<file path="config.mk">
export PLATFORM = sky130hd
export DESIGN_NAME = mem_port_arbiter
export DESIGN_NICKNAME = d
export VERILOG_FILES = /design/src/rtl/mem_port_arbiter_pkg.sv /design/src/rtl/mem_port_arbiter_wait_timer.sv /design/src/rtl/mem_port_arbiter.sv
export SDC_FILE = /design/constraint.sdc
export NUM_CORES = 1
export LEC_CHECK = 0
export BUFFER_PORTS_ARGS = -buffer_cell sky130_fd_sc_hd__clkbuf_2
export CAP_MARGIN = 10
export CELL_PAD_IN_SITES_DETAIL_PLACEMENT = 0
export CELL_PAD_IN_SITES_GLOBAL_PLACEMENT = 1
export CORE_UTILIZATION = 34
export CTS_BUF_LIST = sky130_fd_sc_hd__clkbuf_4
export CTS_CLUSTER_SIZE = 14
export DETAILED_ROUTE_END_ITERATION = 10
export GPL_TIMING_DRIVEN = 0
export PLACE_DENSITY_LB_ADDON = 0.1
export SYNTH_ARGS = -nofsm -noshare
export SYNTH_HDL_FRONTEND = slang
export SYNTH_SLANG_ARGS = --single-unit
</file>
<file path="constraint.sdc">
create_clock -name clk -period 2.1 [get_ports clk]
set_clock_uncertainty 0.15 [all_clocks]
set_input_delay 0 -clock clk [delete_from_list [all_inputs] [get_ports clk]]
set_output_delay 0 -clock clk [all_outputs]
set_load 0.02 [all_outputs]
</file>
<file path="src/rtl/mem_port_arbiter_pkg.sv">
// Shared types for the fetch/data memory-port arbiter: FSM states, grant owners
// and default sizing, plus the owner-selection rule used in IDLE.
package mem_port_arbiter_pkg;

  localparam int WORD_SIZE_DEF = 32;
  localparam int MAX_WAIT_DEF  = 15;
  localparam int WAIT_W        = 8;

  typedef enum logic [1:0] {
    IDLE   = 2'd0,
    DM_ACC = 2'd1,
    IF_ACC = 2'd2
  } arbState_e;

  typedef enum logic {
    OWNER_IF = 1'b0,
    OWNER_DM = 1'b1
  } owner_e;

  // DM wins by default; IF wins a tie when DM owned the last completed access.
  function automatic owner_e pickOwner(input logic dmReq, input logic ifReq, input owner_e lastGrant);
    if (dmReq && ifReq) begin
      pickOwner = (lastGrant == OWNER_DM) ? OWNER_IF : OWNER_DM;
    end else if (dmReq) begin
      pickOwner = OWNER_DM;
    end else begin
      pickOwner = OWNER_IF;
    end
  endfunction

endpackage

</file>
<file path="src/rtl/mem_port_arbiter_wait_timer.sv">
// Counts cycles an access spends waiting for mem_ready; flags expiry on the
// cycle the count reaches MAX_WAIT.
module wait_timer
  import mem_port_arbiter_pkg::*;
#(
  parameter int MAX_WAIT = MAX_WAIT_DEF
) (
  input  logic clk,
  input  logic rst,
  input  logic clear,
  input  logic enable,
  output logic expired
);

  logic [WAIT_W-1:0] count_r;

  // Wait-cycle counter, cleared when a new access is granted
  always_ff @(posedge clk) begin
    if (rst) begin
      count_r <= '0;
    end else if (clear) begin
      count_r <= '0;
    end else if (enable) begin
      count_r <= count_r + WAIT_W'(1);
    end else begin
      count_r <= count_r;
    end
  end

  assign expired = enable && (count_r == WAIT_W'(MAX_WAIT - 1));

endmodule

</file>
<file path="src/rtl/mem_port_arbiter.sv">
// Arbitrates one shared memory port between the fetch stage and the memory stage,
// with alternating priority under contention and a sticky wait-timeout flag.
module mem_port_arbiter
  import mem_port_arbiter_pkg::*;
#(
  parameter int WORD_SIZE = WORD_SIZE_DEF,
  parameter int MAX_WAIT  = MAX_WAIT_DEF
) (
  input  logic                 clk,
  input  logic                 rst,
  input  logic                 if_req,
  input  logic [WORD_SIZE-1:0] if_addr,
  output logic [WORD_SIZE-1:0] if_rdata,
  output logic                 if_stall,
  input  logic                 dm_rd_en,
  input  logic                 dm_wr_en,
  input  logic [WORD_SIZE-1:0] dm_addr,
  input  logic [WORD_SIZE-1:0] dm_wdata,
  output logic [WORD_SIZE-1:0] dm_rdata,
  output logic                 dm_stall,
  output logic                 mem_req,
  output logic                 mem_we,
  output logic [WORD_SIZE-1:0] mem_addr,
  output logic [WORD_SIZE-1:0] mem_wdata,
  input  logic [WORD_SIZE-1:0] mem_rdata,
  input  logic                 mem_ready,
  output logic                 timeout_err
);

  arbState_e state_r;
  arbState_e nextState_s;
  owner_e    lastGrant_r;
  owner_e    pick_s;
  logic      dmReq_s;
  logic      grant_s;
  logic      done_s;
  logic      timerEn_s;
  logic      expired_s;

  assign dmReq_s   = dm_rd_en | dm_wr_en;
  assign timerEn_s = (state_r != IDLE) && !mem_ready;

  assign if_stall = if_req  & ~((state_r == IF_ACC) & mem_ready);
  assign dm_stall = dmReq_s & ~((state_r == DM_ACC) & mem_ready);

  wait_timer #(
    .MAX_WAIT(MAX_WAIT)
  ) u_waitTimer (
    .clk    (clk),
    .rst    (rst),
    .clear  (grant_s),
    .enable (timerEn_s),
    .expired(expired_s)
  );

  // FSM state register
  always_ff @(posedge clk) begin
    if (rst) begin
      state_r <= IDLE;
    end else begin
      state_r <= nextState_s;
    end
  end

  // Next-state and per-cycle grant/complete decode
  always_comb begin
    nextState_s = state_r;
    grant_s     = 1'b0;
    done_s      = 1'b0;
    pick_s      = pickOwner(dmReq_s, if_req, lastGrant_r);
    case (state_r)
      IDLE: begin
        if (dmReq_s || if_req) begin
          grant_s = 1'b1;
          if (pick_s == OWNER_DM) begin
            nextState_s = DM_ACC;
          end else begin
            nextState_s = IF_ACC;
          end
        end else begin
          nextState_s = IDLE;
        end
      end
      DM_ACC, IF_ACC: begin
        if (mem_ready) begin
          done_s      = 1'b1;
          nextState_s = IDLE;
        end else if (expired_s) begin
          // Abandon the access; the requester is still stalled and re-arbitrates.
          nextState_s = IDLE;
        end else begin
          nextState_s = state_r;
        end
      end
      default: begin
        nextState_s = IDLE;
      end
    endcase
  end

  // Shared-port request, latched address/data/we and sticky timeout flag
  always_ff @(posedge clk) begin
    if (rst) begin
      mem_req     <= 1'b0;
      mem_we      <= 1'b0;
      mem_addr    <= '0;
      mem_wdata   <= '0;
      timeout_err <= 1'b0;
    end else begin
      if (grant_s) begin
        mem_req <= 1'b1;
        if (pick_s == OWNER_DM) begin
          mem_we    <= dm_wr_en;
          mem_addr  <= dm_addr;
          mem_wdata <= dm_wdata;
        end else begin
          mem_we    <= 1'b0;
          mem_addr  <= if_addr;
          mem_wdata <= '0;
        end
      end else if (done_s || expired_s) begin
        mem_req <= 1'b0;
      end else begin
        mem_req <= mem_req;
      end
      if (expired_s) begin
        timeout_err <= 1'b1;
      end else begin
        timeout_err <= timeout_err;
      end
    end
  end

  // Read-result capture and record of the last completed grant
  always_ff @(posedge clk) begin
    if (rst) begin
      if_rdata    <= '0;
      dm_rdata    <= '0;
      lastGrant_r <= OWNER_IF;
    end else if (done_s) begin
      if (state_r == IF_ACC) begin
        if_rdata    <= mem_rdata;
        lastGrant_r <= OWNER_IF;
      end else begin
        lastGrant_r <= OWNER_DM;
        if (!mem_we) begin
          dm_rdata <= mem_rdata;
        end else begin
          dm_rdata <= dm_rdata;
        end
      end
    end else begin
      lastGrant_r <= lastGrant_r;
    end
  end

endmodule

</file>
After elaboration in Yosys (flattened, before gate mapping):

Index checks and enable logic that the tools add are counted.

* flip-flop bits (word level): 142
* latch bits: 0
* memory bits (writable): 0
* memory bits (read-only): 0
* bits of input ports: 134
* output and inout bits: 133
* word-level logic and storage cells: 55
* memories kept: 0

* add/sub/neg operators: 1
* multipliers: 0
* divide/modulo/power cells: 0
* magnitude comparators: 0
* eq/ne operators: 4
* shift operators: 0
* multiplexer cells: 18
* bitwise logic cells: 9
* reductions and logical operators: 13

Operator list (count)
* 32-bit 2-to-1 mux: 2
* 1-bit 2-to-1 mux: 11
* 8-bit by 1-bit adder with 8-bit output, second input constant: 1
* 8-bit by 4-bit equality test with 1-bit output, second input constant: 1
* 2-bit 2-to-1 mux: 4
* 1-bit AND: 4
* 1-bit NOT: 4
* 2-bit case mux with 2 select lines: 1
* 2-bit nonzero test: 2
* 2-bit OR reduction: 2
* 1-bit logical AND: 3
* 3-bit != test, second input constant: 1
* 3-bit AND reduction: 1
* 2-bit by 1-bit equality test with 1-bit output, second input constant: 1
* 2-bit equality test, second input constant: 1
* 2-bit zero test: 1
* 1-bit logical OR: 2
* 2-bit AND reduction: 1
* 1-bit zero test: 1
* 1-bit OR: 1

Depth between registers and ports, before layout:

* depth after elaboration: 6
* gate-level depth with buffers: 7
* mapped depth without buffers: 5

Hierarchy:

Synthesis repeated with hierarchy kept, for this count alone.

* cells, all modules: 652
* area total of the unflattened synthesis: 5446.5 µm²

Modules (own cells, without submodules)
* mem_port_arbiter: instances 1, cells each 609, area an instance 5066.1 µm², seq. area each 2682.6 µm²
* wait_timer: instances 1, cells each 43, area an instance 380.4 µm², seq. area each 160.2 µm²

Least setup slack after synthesis:

No wires, ideal clock.

* path type: reg-to-reg
* start: register state_r[0]
* end: register mem_wdata[0]
* setup time: 0.117 ns
* arrival time: 1.523 ns
* data required time: 1.833 ns
* path slack: 0.310 ns
* cell stages (with the launch flop): 8
* path buffers: 2
* period minus slack after synthesis: 1.790 ns
* cells stage by stage: dfxtp_1 -> inv_1 -> ha_1 -> nor2b_2 -> and2_0 -> clkbuf_2 -> buf_4 -> a22o_2

* longest elaborated chain between the ends: 2

RTL lines
* start: declaration: line mem_port_arbiter.sv:30 `arbState_e state_r;`
* start signal: assignment: line mem_port_arbiter.sv:61 `state_r <= nextState_s;`
* 2-bit zero test: line mem_port_arbiter.sv:71 `case (state_r)`
* 1-bit 2-to-1 mux: line mem_port_arbiter.sv:71
* end signal: assignment: line mem_port_arbiter.sv:115 `mem_wdata <= dm_wdata;`
* end: declaration: line mem_port_arbiter.sv:24 `output logic [WORD_SIZE-1:0] mem_wdata,`

Every way passes these cells.
A chain may end at the register's enable or synchronous reset.

Worst setup path in the final report:

* start: register state_r[0]
* end: register mem_we

* longest elaborated chain between the ends: 2

RTL lines
* 2-bit zero test: line mem_port_arbiter.sv:71
* 1-bit 2-to-1 mux: line mem_port_arbiter.sv:71
* end signal: assignment: line mem_port_arbiter.sv:113 `mem_we <= dm_wr_en;`
* end: declaration: line mem_port_arbiter.sv:22 `output logic mem_we,`

Every way passes these cells.

==> metrics <==
Die H 127 um; clock buffers created by TritonCTS 17; Mapped Nets 682; CP endpoint mem_we$_SDFFE_PP0P_; Post-synth top cells 142 x dfxtp_1, 132 x nand2_1, 72 x a21oi_1, 32 x mux2i_1, 32 x o2bb2ai_1; area share of the largest cell type after synthesis 0.532; Worst R2R Path Depth 5; P_leak 3.91 nW; Initial Utilization 0.350; count leader, synth dfxtp_1; Final setup viols 0; post-synthesis sequential area ratio 0.532; Tmin final 1.94 ns; vias in the first global route 5519; First DRT Iteration DRCs 199; number of I/O port buffers 265; crit start category flop; flops & latches, synth 142; top cells by area, synth dfxtp_1 53%, nand2_1 9.3%, a21oi_1 6.7%; Peak VDD IR 0.571 mV; Period Utilization, post-route 0.922; Max Buffers Root-to-Sink 2; Critical Path RT 2.38 ns; post-DP HPWL 12.4 mm; PnR worst setup slack 0.163 ns; measured slew at the worst slew-check pin 0.473 ns; WP data arrival 2.22 ns; Hold Crit Class input port to flop; Crit Path Max Fanout 7; FF-to-FF setup slack 0.16 ns; fin area 0.00860 sq mm; largest area contributor in the netlist dfxtp_1; worst hold path depth 3; maxcap violations 0; first-pass GRT wire length 27.4 mm; final slew viol count 0; post-synth cell types 47; Avg Inst Size Synth 9.84 sq um; setup_tns 0 ns; layout cells sized above 1 0.359; width of the die 127 um; PwrDens 1020 mW/mm^2; Slew headroom 0.684; pre-CTS WS -0.0616 ns; Post-synth EDFFs 0; Detailed Route WL 17.9 mm; f_max 0.516 GHz; worst reg2reg path startpoint state_r[0]$_SDFFE_PP0P_; WS Path Type flop to flop; final hold violations 0; # diodes 0; Final Non-Filler Cells 1183; Routability Congestion 0.780; Remaining DRCs 0; placed cell count 1019; gr usage total 0.218; RSZ-0062 raised after global routing false; fill cell count 1370; crit path capture type flop; CORE AREA 0.0153 sq mm; status finished, final reports clean; Routed WL per cell 15.1 um; Congestion Overflow GR 0; Post-DRT Antenna Nets 0; clock transition at the registers of the reported paths 0.14 ns; FF-to-FF End mem_we$_SDFFE_PP0P_; nets 1098; cell count after synthesis 543; area grow syn2layout 61.1%; largest net degree at the start of global routing 17; H-tree depth reported by CTS 4; DP Area 0.00693 sq mm; Crit. Startpoint state_r[0]$_SDFFE_PP0P_; yosys synthesis warning count 0; worst-skew pair later-pin latency 0.53 ns; Vias 5530; Most used DFF post-synth dfxtp_1; FP Rows 45; asr flop ratio synth 0; Die ar. 0.0162 sq mm; via density per instance 4.67; DR pass1 iterations 4; # clock sinks 142; io pins 267; initial antenna violation count 0; mapped cell area 0.00534 sq mm; clock root cell clkbuf_4; TritonCTS clock tree done
through the flow:
| step | hold slack (ns) | utilization | total power [W] |
|---|---|---|---|
| 6_report | 0.0591 | 0.564 | 0.00874 |
| 5_1_grt | 0.00249 | 0.564 | 0.00924 |
| 3_5_place_dp | 0.0730 | 0.454 | 0.00659 |
| 3_3_place_gp | 0.0733 | 0.454 | 0.00655 |
| 2_1_floorplan | -0.0174 | - | 0.00550 |
| 4_1_cts | 0.00750 | 0.564 | 0.00880 |
repair_timing:
| item | CTS | global route |
|---|---|---|
| pin swaps | 0 | 0 |
| hold buffers | 134 | 0 |
| endpoints found under the setup margin | 12 | 65 |
| hold endpoints to repair | 142 | 0 |
| resized for setup | 3 | 11 |
| buffers inserted | 0 | 0 |
cells in the final DEF, fill, tap and decap left out, drive strengths merged, types with 2 or more instances in the layout:
master / n
a211oi: 2
a21oi: 73
a22o: 33
a22oi: 2
and2: 2
buf: 22
bufinv: 4
clkbuf: 300
clkinv: 4
clkinvlp: 4
dfxtp: 142
dlygate4sd3: 134
ha: 5
inv: 9
mux2i: 32
nand2: 132
nand3: 4
nand4bb: 2
nor2: 7
o21ai: 3
o2bb2ai: 32
or3: 4
xnor2: 2
registers in the layout, indices dropped and copies added (netlist names):
name and cells:
mem_req 1, timeout_err 1, if_rdata 32, u_waitTimer.count_r 8, state_r 2, lastGrant_r 1, mem_wdata 32, mem_we 1
mem_addr 32, dm_rdata 32
layout make-up:
class	instances	area, sq um	area share
well taps	211	264	0.0307
plain buffers	39	283	0.0329
clock inverters	14	190	0.0221
inverters	7	26.3	0.00305
repair buffers	399	2670	0.310
multi-input cells	353	2200	0.255
flip-flops and latches	142	2840	0.330
clock buffers	18	135	0.0157
how the worst min path moves through the flow:
| stage | startpoint | to | slack (ns) |
|---|---|---|---|
| floorplan | dm_wdata[10] | mem_wdata[10]$_SDFFE_PP0P_ | -0.02 |
| global placement | dm_wdata[30] | mem_wdata[30]$_SDFFE_PP0P_ | 0.07 |
| detailed placement | dm_wdata[26] | mem_wdata[26]$_SDFFE_PP0P_ | 0.07 |
| CTS | dm_wdata[6] | mem_wdata[6]$_SDFFE_PP0P_ | 0.007 |
| global route | dm_wdata[23] | mem_wdata[23]$_SDFFE_PP0P_ | 0.002 |
| finish | dm_wdata[0] | mem_wdata[0]$_SDFFE_PP0P_ | 0.06 |
critical path, cell delays in order (launching register included):
cell,delay [ns]
dfxtp_1,0.38
inv_1,0.07
ha_2,0.24
nor2b_2,0.21
a32o_1,0.24
dlygate4sd3_1,0.55
metal layers:
metal / global-route usage / up-vias / part of all wire
met2: 0.386 / 213 / 0.49
met4: 0.0791 / 0 / 0.019
met1: 0.239 / 2547 / 0.41
met5: 0 / - / 0
li1: - / 2745 / -
met3: 0.0796 / 25 / 0.082
where the power goes:
| group | total, W | internal, W | switching [W] |
|---|---|---|---|
| sequential | 0.00355 | 0.00324 | 0.000310 |
| clock | 0.00197 | 0.000957 | 0.00102 |
| combinational | 0.00321 | 0.00131 | 0.00190 |
| total | 0.00874 | 0.00551 | 0.00323 |
cell families (layout without fill, tap and decap cells):
kind of cell,Yosys count,after routing,synth area share
AND/OR/NAND/NOR,161,161,0.131
adder cells (fa/ha/maj),5,5,0.0117
multiplexers,32,32,0.0600
buffers and inverters,48,477,0.0572
XOR/XNOR,2,2,0.00328
AO/OA/AOI/OAI,153,153,0.205
flip-flops,142,142,0.532
No activity file was read; power rests on OpenSTA's default activity.
